`config.mk`:
```
export PLATFORM = sky130hd
export DESIGN_NAME = wb_arbiter_2m_flat
export DESIGN_NICKNAME = d
export VERILOG_FILES = /design/src/rtl/wb_arbiter_2m_pkg.sv /design/src/rtl/wb_arbiter_2m_if.sv /design/src/rtl/wb_arbiter_2m_out_counter.sv /design/src/rtl/wb_arbiter_2m.sv /design/src/flat_wrapper.sv
export SDC_FILE = /design/constraint.sdc
export NUM_CORES = 1
export LEC_CHECK = 0
export ABC_CLOCK_PERIOD_IN_PS = 3050
export CORE_AREA = 4 4 102 104
export DETAILED_ROUTE_END_ITERATION = 6
export DIE_AREA = 0 0 106 108
export PLACE_DENSITY = 0.71
export SLEW_MARGIN = 20
export SYNTH_ARGS = -nofsm -noshare
export SYNTH_HDL_FRONTEND = slang
export SYNTH_HIERARCHICAL = 1
export SYNTH_SLANG_ARGS = --single-unit
```
`constraint.sdc`:
```
create_clock -name cpu_clock_i -period 3.05 [get_ports cpu_clock_i]
set_input_delay 0.61 -clock cpu_clock_i [delete_from_list [all_inputs] [get_ports cpu_clock_i]]
set_output_delay 0.61 -clock cpu_clock_i [all_outputs]
set_load 0.02 [all_outputs]
```
`src/rtl/wb_arbiter_2m_pkg.sv`:
```
// Shared types and helpers for the two-master Wishbone arbiter.
package wb_arb_pkg;

    typedef enum logic [1:0] {
        IDLE  = 2'd0,
        OWN   = 2'd1,
        DRAIN = 2'd2
    } arb_state_t;

    localparam logic OWNER_M0 = 1'b0;
    localparam logic OWNER_M1 = 1'b1;

    // Pick the master to grant from IDLE. With both requesting, round-robin
    // hands the bus to whoever did not own it last; fixed priority favours m0.
    function automatic logic next_winner(input logic req0, input logic req1,
                                         input logic last, input logic rr_en);
        if (req0 && req1) begin
            return rr_en ? ~last : OWNER_M0;
        end
        if (req1) begin
            return OWNER_M1;
        end
        return OWNER_M0;
    endfunction

endpackage

```
`src/rtl/wb_arbiter_2m_if.sv`:
```
// Pipelined Wishbone link, one instance per master port and one for the slave.
// Handshake: a transfer is accepted on a cycle where cyc & stb & !stall; the
// master holds stb/adr/we/dat_w/sel stable while stall is high. Each accepted
// transfer is answered later by exactly one ack or err, in order, while cyc
// stays high; dat_r is valid on the ack cycle.
interface wb_arbiter_2m_if #(
    parameter int AW = 12
);
    logic          cyc;
    logic          stb;
    logic          we;
    logic [AW-1:0] adr;
    logic [31:0]   dat_w;
    logic [3:0]    sel;
    logic          stall;
    logic          ack;
    logic          err;
    logic [31:0]   dat_r;

    modport master (
        output cyc, stb, we, adr, dat_w, sel,
        input  stall, ack, err, dat_r
    );

    modport slave (
        input  cyc, stb, we, adr, dat_w, sel,
        output stall, ack, err, dat_r
    );
endinterface

```
`src/rtl/wb_arbiter_2m_out_counter.sv`:
```
// Outstanding-transfer counter: counts accepted-but-unanswered transfers.
module wb_out_counter #(
    parameter  int MAX_OUT = 4,
    localparam int CW      = $clog2(MAX_OUT + 1)
) (
    input  logic          clk,
    input  logic          rst_n,
    input  logic          inc,
    input  logic          dec,
    output logic [CW-1:0] cnt,
    output logic          full,
    output logic          empty
);

    assign full  = (cnt == CW'(MAX_OUT));
    assign empty = (cnt == '0);

    // Saturating up/down count; a simultaneous accept and response cancel out.
    always_ff @(posedge clk) begin
        if (!rst_n) begin
            cnt <= '0;
        end else if (inc && !dec && !full) begin
            cnt <= cnt + CW'(1);
        end else if (dec && !inc && !empty) begin
            cnt <= cnt - CW'(1);
        end
    end

endmodule

```
`src/rtl/wb_arbiter_2m.sv`:
```
// Two-master, one-slave pipelined Wishbone arbiter. Ownership is held for a
// whole cyc assertion and only moves once every accepted transfer is answered.
module wb_arbiter_2m
    import wb_arb_pkg::*;
#(
    parameter  int AW      = 12,
    parameter  int MAX_OUT = 4,
    parameter  int RR_EN   = 1,
    localparam int CW      = $clog2(MAX_OUT + 1)
) (
    input  logic            cpu_clock_i,
    input  logic            cpu_rst_ni,
    wb_arbiter_2m_if.slave  m0,
    wb_arbiter_2m_if.slave  m1,
    wb_arbiter_2m_if.master s,
    output arb_state_t      dbg_state,
    output logic            dbg_owner,
    output logic [CW-1:0]   dbg_out_cnt
);

    arb_state_t    state, state_n;
    logic          owner, owner_n;
    logic          last_owner, last_owner_n;
    logic [CW-1:0] out_cnt;
    logic          full, empty, inc, dec, drained;
    logic          own_cyc, own_stb, other_cyc;

    assign own_cyc   = owner ? m1.cyc : m0.cyc;
    assign own_stb   = owner ? m1.stb : m0.stb;
    assign other_cyc = owner ? m0.cyc : m1.cyc;

    assign inc = s.stb & ~s.stall;
    assign dec = (s.ack | s.err) & ~empty;
    // True when nothing will be outstanding after this edge, so a master that
    // drops cyc on the cycle of its last ack hands over without a gap.
    assign drained = empty | (dec & ~inc & (out_cnt == CW'(1)));

    wb_out_counter #(.MAX_OUT(MAX_OUT)) u_out_counter (
        .clk   (cpu_clock_i),
        .rst_n (cpu_rst_ni),
        .inc   (inc),
        .dec   (dec),
        .cnt   (out_cnt),
        .full  (full),
        .empty (empty)
    );

    // State, owner and round-robin history registers.
    always_ff @(posedge cpu_clock_i) begin
        if (!cpu_rst_ni) begin
            state      <= IDLE;
            owner      <= OWNER_M0;
            last_owner <= OWNER_M1;
        end else begin
            state      <= state_n;
            owner      <= owner_n;
            last_owner <= last_owner_n;
        end
    end

    // Next-state: grant from IDLE, release or abort-drain from OWN/DRAIN.
    always_comb begin
        state_n      = state;
        owner_n      = owner;
        last_owner_n = last_owner;
        case (state)
            IDLE: begin
                if (m0.cyc || m1.cyc) begin
                    state_n = OWN;
                    owner_n = next_winner(m0.cyc, m1.cyc, last_owner, RR_EN != 0);
                end
            end
            OWN, DRAIN: begin
                if (!own_cyc || state == DRAIN) begin
                    if (drained) begin
                        last_owner_n = owner;
                        if (other_cyc) begin
                            state_n = OWN;
                            owner_n = ~owner;
                        end else begin
                            state_n = IDLE;
                        end
                    end else begin
                        state_n = DRAIN;
                    end
                end
            end
            default: state_n = IDLE;
        endcase
    end

    // Bus steering: slave side follows the owner, non-owners see a stalled bus.
    always_comb begin
        s.cyc    = 1'b0;
        s.stb    = 1'b0;
        s.we     = owner ? m1.we    : m0.we;
        s.adr    = owner ? m1.adr   : m0.adr;
        s.dat_w  = owner ? m1.dat_w : m0.dat_w;
        s.sel    = owner ? m1.sel   : m0.sel;
        m0.stall = 1'b1;
        m0.ack   = 1'b0;
        m0.err   = 1'b0;
        m0.dat_r = '0;
        m1.stall = 1'b1;
        m1.ack   = 1'b0;
        m1.err   = 1'b0;
        m1.dat_r = '0;
        case (state)
            OWN: begin
                s.cyc = own_cyc;
                s.stb = own_stb & ~full;
                if (owner == OWNER_M1) begin
                    m1.stall = s.stall | full;
                    m1.ack   = s.ack & ~empty;
                    m1.err   = s.err & ~empty;
                    m1.dat_r = s.dat_r;
                end else begin
                    m0.stall = s.stall | full;
                    m0.ack   = s.ack & ~empty;
                    m0.err   = s.err & ~empty;
                    m0.dat_r = s.dat_r;
                end
            end
            DRAIN: begin
                s.cyc = 1'b1;
            end
            default: ;
        endcase
    end

    assign dbg_state   = state;
    assign dbg_owner   = owner;
    assign dbg_out_cnt = out_cnt;

endmodule

```
`src/flat_wrapper.sv`:
```
// flat-port wrapper written by rule: the top's interface ports become plain ports
module wb_arbiter_2m_flat import wb_arb_pkg::*;
#(
    parameter  int AW      = 12,
    parameter  int MAX_OUT = 4,
    parameter  int RR_EN   = 1,
    localparam int CW      = $clog2(MAX_OUT + 1)
)
  (cpu_clock_i, cpu_rst_ni, dbg_state, dbg_owner, dbg_out_cnt, m0_cyc, m0_stb, m0_we, m0_adr, m0_dat_w, m0_sel, m0_stall, m0_ack, m0_err, m0_dat_r, m1_cyc, m1_stb, m1_we, m1_adr, m1_dat_w, m1_sel, m1_stall, m1_ack, m1_err, m1_dat_r, s_cyc, s_stb, s_we, s_adr, s_dat_w, s_sel, s_stall, s_ack, s_err, s_dat_r);
  wb_arbiter_2m_if #(.AW(AW)) m0_i ();
  wb_arbiter_2m_if #(.AW(AW)) m1_i ();
  wb_arbiter_2m_if #(.AW(AW)) s_i ();
  input  logic cpu_clock_i;
  input  logic cpu_rst_ni;
  output arb_state_t dbg_state;
  output logic dbg_owner;
  output logic [CW-1:0] dbg_out_cnt;
  input wire logic [$bits(m0_i.cyc)-1:0] m0_cyc;
  input wire logic [$bits(m0_i.stb)-1:0] m0_stb;
  input wire logic [$bits(m0_i.we)-1:0] m0_we;
  input wire logic [$bits(m0_i.adr)-1:0] m0_adr;
  input wire logic [$bits(m0_i.dat_w)-1:0] m0_dat_w;
  input wire logic [$bits(m0_i.sel)-1:0] m0_sel;
  output wire logic [$bits(m0_i.stall)-1:0] m0_stall;
  output wire logic [$bits(m0_i.ack)-1:0] m0_ack;
  output wire logic [$bits(m0_i.err)-1:0] m0_err;
  output wire logic [$bits(m0_i.dat_r)-1:0] m0_dat_r;
  input wire logic [$bits(m1_i.cyc)-1:0] m1_cyc;
  input wire logic [$bits(m1_i.stb)-1:0] m1_stb;
  input wire logic [$bits(m1_i.we)-1:0] m1_we;
  input wire logic [$bits(m1_i.adr)-1:0] m1_adr;
  input wire logic [$bits(m1_i.dat_w)-1:0] m1_dat_w;
  input wire logic [$bits(m1_i.sel)-1:0] m1_sel;
  output wire logic [$bits(m1_i.stall)-1:0] m1_stall;
  output wire logic [$bits(m1_i.ack)-1:0] m1_ack;
  output wire logic [$bits(m1_i.err)-1:0] m1_err;
  output wire logic [$bits(m1_i.dat_r)-1:0] m1_dat_r;
  output wire logic [$bits(s_i.cyc)-1:0] s_cyc;
  output wire logic [$bits(s_i.stb)-1:0] s_stb;
  output wire logic [$bits(s_i.we)-1:0] s_we;
  output wire logic [$bits(s_i.adr)-1:0] s_adr;
  output wire logic [$bits(s_i.dat_w)-1:0] s_dat_w;
  output wire logic [$bits(s_i.sel)-1:0] s_sel;
  input wire logic [$bits(s_i.stall)-1:0] s_stall;
  input wire logic [$bits(s_i.ack)-1:0] s_ack;
  input wire logic [$bits(s_i.err)-1:0] s_err;
  input wire logic [$bits(s_i.dat_r)-1:0] s_dat_r;
  assign m0_i.cyc = m0_cyc;
  assign m0_i.stb = m0_stb;
  assign m0_i.we = m0_we;
  assign m0_i.adr = m0_adr;
  assign m0_i.dat_w = m0_dat_w;
  assign m0_i.sel = m0_sel;
  assign m0_stall = m0_i.stall;
  assign m0_ack = m0_i.ack;
  assign m0_err = m0_i.err;
  assign m0_dat_r = m0_i.dat_r;
  assign m1_i.cyc = m1_cyc;
  assign m1_i.stb = m1_stb;
  assign m1_i.we = m1_we;
  assign m1_i.adr = m1_adr;
  assign m1_i.dat_w = m1_dat_w;
  assign m1_i.sel = m1_sel;
  assign m1_stall = m1_i.stall;
  assign m1_ack = m1_i.ack;
  assign m1_err = m1_i.err;
  assign m1_dat_r = m1_i.dat_r;
  assign s_cyc = s_i.cyc;
  assign s_stb = s_i.stb;
  assign s_we = s_i.we;
  assign s_adr = s_i.adr;
  assign s_dat_w = s_i.dat_w;
  assign s_sel = s_i.sel;
  assign s_i.stall = s_stall;
  assign s_i.ack = s_ack;
  assign s_i.err = s_err;
  assign s_i.dat_r = s_dat_r;
  wb_arbiter_2m #(.AW(AW), .MAX_OUT(MAX_OUT), .RR_EN(RR_EN)) u_core (.cpu_clock_i(cpu_clock_i), .cpu_rst_ni(cpu_rst_ni), .m0(m0_i), .m1(m1_i), .s(s_i), .dbg_state(dbg_state), .dbg_owner(dbg_owner), .dbg_out_cnt(dbg_out_cnt));
endmodule
```
==> impl_metrics.env <==
export IMPL_ys_types=45
export IMPL_comb_power_share_pct=89.1
export IMPL_finalHoldWorstSlack_ns=0.530
export IMPL_grt_use_total_pct=16.1
export IMPL_port_buffers=265
export IMPL_dr_pass1_iters=4
export IMPL_period_needed_ns=2.91
export IMPL_die_w_um=106
export IMPL_internal_power_w=0.00146
export IMPL_power_density_nw_per_um2=595
export IMPL_start_util_pct=18.3
export IMPL_cp_endpoint="u_core/u_out_counter/cnt[2]"
export IMPL_synth_edf_count=0
export IMPL_pwr_share_seq_pct=6.0
export IMPL_path_cells="clkdlybuf4s50_1 -> mux2_2 -> nand2_1 -> nor3_2 -> or3b_2 -> fa_1 -> and3b_1 -> and3_4 -> a2111oi_2"
export IMPL_synth_seq_cells=7
export IMPL_grt_ovfl_total=0
export IMPL_syn_to_final_growth_pct=165
export IMPL_final_nets=623
export IMPL_rr_worst_depth=9
export IMPL_r2r_slack_ns=0.33
export IMPL_cts_sinks=7
export IMPL_synth_main_ff_cell="dfxtp_1"
export IMPL_grt_start_max_net_pins=94
export IMPL_setup_violations=0
export IMPL_path_clk_slew_ns=0.04
export IMPL_num_io_pins=266
export IMPL_cts_resized=0
export IMPL_p_leak_nw=1.81
export IMPL_crit_start="m1_stb"
export IMPL_coreArea_sq_um=9550
export IMPL_dr_first_iter_drc_count=107
export IMPL_hp_class="flip-flop to flip-flop"
export IMPL_pre_cts_slack_ns=-0.141
export IMPL_syn_num_nets=362
export IMPL_slew_headroom_pct=71.6
export IMPL_layout_common_cells="clkdlybuf4s50_1 (265), mux2_2 (51), and2_1 (32), and3_1 (32), inv_1 (10)"
export IMPL_utilization_pct=48.5
export IMPL_fmax_mhz=343
export IMPL_cpMaxStageDelayCell="or3b_2"
export IMPL_htreeDepth=1
export IMPL_critPathMaxStageDelay_ns=0.47
export IMPL_slew_viol_final=0
export IMPL_clockRootBuffer="clkbuf_8"
export IMPL_hold_violations=0
export IMPL_worstMarginPinSlew_ns=0.426
export IMPL_drive_above_1_share_pct=15.5
export IMPL_num_antenna_cells=0
export IMPL_vdd_drop_max_mv=0.693
export IMPL_p_total_w=0.00275
export IMPL_cts_tree="done"
export IMPL_ctsHoldBuffers=0
export IMPL_fin_tns_setup_ns=0
export IMPL_p_clk_share_pct=4.9
export IMPL_drc_errors=0
export IMPL_rsz0062_at_grt="false"
export IMPL_crit_path_end_kind="flip-flop"
export IMPL_cts_setup_buffers=0
export IMPL_rows=36
export IMPL_cts_made_buffers=3
export IMPL_power_share_switching_pct=46.9
export IMPL_antenna_found_initial=0
export IMPL_drv_cap=0
export IMPL_place_congestion=0.842
export IMPL_status="finished, final reports clean"
export IMPL_critPathMaxFanout=2
export IMPL_worst_skew_pair_late_latency_ns=0.23
export IMPL_wl_per_cell_um=16.9
export IMPL_crit_type="input port to flip-flop"
export IMPL_wirelength_um=10300
export IMPL_place_hpwl_um=8670
export IMPL_cp_start_kind="input port"
export IMPL_grt_pass1_vias=2617
export IMPL_synth_seq_area_share_pct=8.02
export IMPL_layout_cells_most_common="clkdlybuf4s50_1"
export IMPL_synth_avg_cell_area_sq_um=8.01
export IMPL_synthArstFlopShare_pct=0
export IMPL_viasPerCell=4.27
export IMPL_syn_inst=218
export IMPL_cp_required_ns=3.17
export IMPL_setup_slack_ns=0.136
export IMPL_yosys_warnings=6
export IMPL_clock_skew_ns=0.00337
export IMPL_num_vias=2608
export IMPL_clk_path_buf_depth=2
export IMPL_detail_route_antenna_nets=0
export IMPL_die_height_um=108
export IMPL_arrival_ns=3.04
export IMPL_rr_endpoint="u_core/u_out_counter/cnt[2]"
export IMPL_p_switching_w=0.00129
export IMPL_netlist_area_sq_um=1750
export IMPL_die_area_sq_um=11400
export IMPL_grt_pass1_wl_um=14800
export IMPL_rr_startpoint="u_core/u_out_counter/cnt[0]"
export IMPL_fin_crit_sh_pct=95.5
cells in the mapped netlist, types with 2 or more instances:
cell        n  area share, %
dfxtp_1     7            8.0
clkbuf_1   12            2.6
ha_1        4            2.9
o2111ai_1   3            1.5
nor2b_1     2           0.72
nor3_1      3           0.86
a21oi_1     2           0.57
a211oi_1    2           0.86
mux2_2     51             33
buf_2       6            1.7
nand2_1     6            1.3
and3_1     32             11
nor2_1      9            1.9
inv_1      10            2.1
nor3b_1     3            1.3
o22ai_1     2           0.72
nand2b_1    4            1.4
and2_1     32             11
nor3b_2     2            1.4
how the worst min path moves through the flow:
stage	depth (start not counted)	end	start
finish	1	u_core/last_owner	u_core/last_owner
global route	2	u_core/dbg_state[1]	u_core/dbg_state[1]
CTS	1	u_core/last_owner	u_core/last_owner
detailed placement	1	u_core/last_owner	u_core/last_owner
global placement	1	u_core/last_owner	u_core/last_owner
floorplan	1	u_core/last_owner	u_core/last_owner
area by class of cell:
| type | count | area, sq um |
|---|---|---|
| clock buffer | 4 | 45.0 |
| inverter | 10 | 37.5 |
| fill | 937 | 4920 |
| timing repair buffer | 275 | 2740 |
| sequential | 7 | 144 |
| tap | 133 | 166 |
| multi-input combinational | 182 | 1490 |
per-layer routing:
metal  part of all wire [%]  track usage (%)  vias up  routed length, um
met2                     54             31.6      106               5550
met3                    6.4             3.16        4                656
met1                     40             18.6     1196               4090
met4                   0.27             1.67        0                 28
li1                       -                -     1302                  -
met5                      0                0        -                  0
kinds of logic after synthesis:
group / after synthesis / share of synthesized area (%)
compound gates: 21 / 10.2
xor+xnor: 2 / 1.00
fa+ha+maj: 5 / 4.01
buf+inv: 29 / 6.73
flops: 7 / 8.02
mux: 53 / 34.3
simple gates: 101 / 35.7
flip-flops by register name, indices dropped and copies added (netlist names):
register                  cells
u_core/u_out_counter/cnt      3
u_core/dbg_state              2
u_core/dbg_owner              1
u_core/last_owner             1
power groups by stage:
stage                     sequential (W)  clock (W)  combinational, W
final                           0.000166   0.000134           0.00245
after detailed placement        0.000167          0           0.00246
after global routing            0.000173   0.000145           0.00261
after CTS                       0.000166   0.000138           0.00247
after floorplan                 0.000185          0           0.00133
after global placement          0.000166          0           0.00244
through the flow:
stage / cell area [sq um] / instances
floorplan: 1750 / 218
global placement: 4580 / 607
detailed placement: 4580 / 607
CTS: 4620 / 611
global route: 4630 / 611
finish: 4630 / 611
critical path: cells and delay by family:
| family | cells | cell delay [ns] |
|---|---|---|
| compound gates | 1 | 0.31 |
| fa+ha+maj | 1 | 0.41 |
| buf+inv | 1 | 0.46 |
| mux | 1 | 0.16 |
| simple gates | 5 | 1.09 |
No activity file was read; power rests on OpenSTA's default activity.
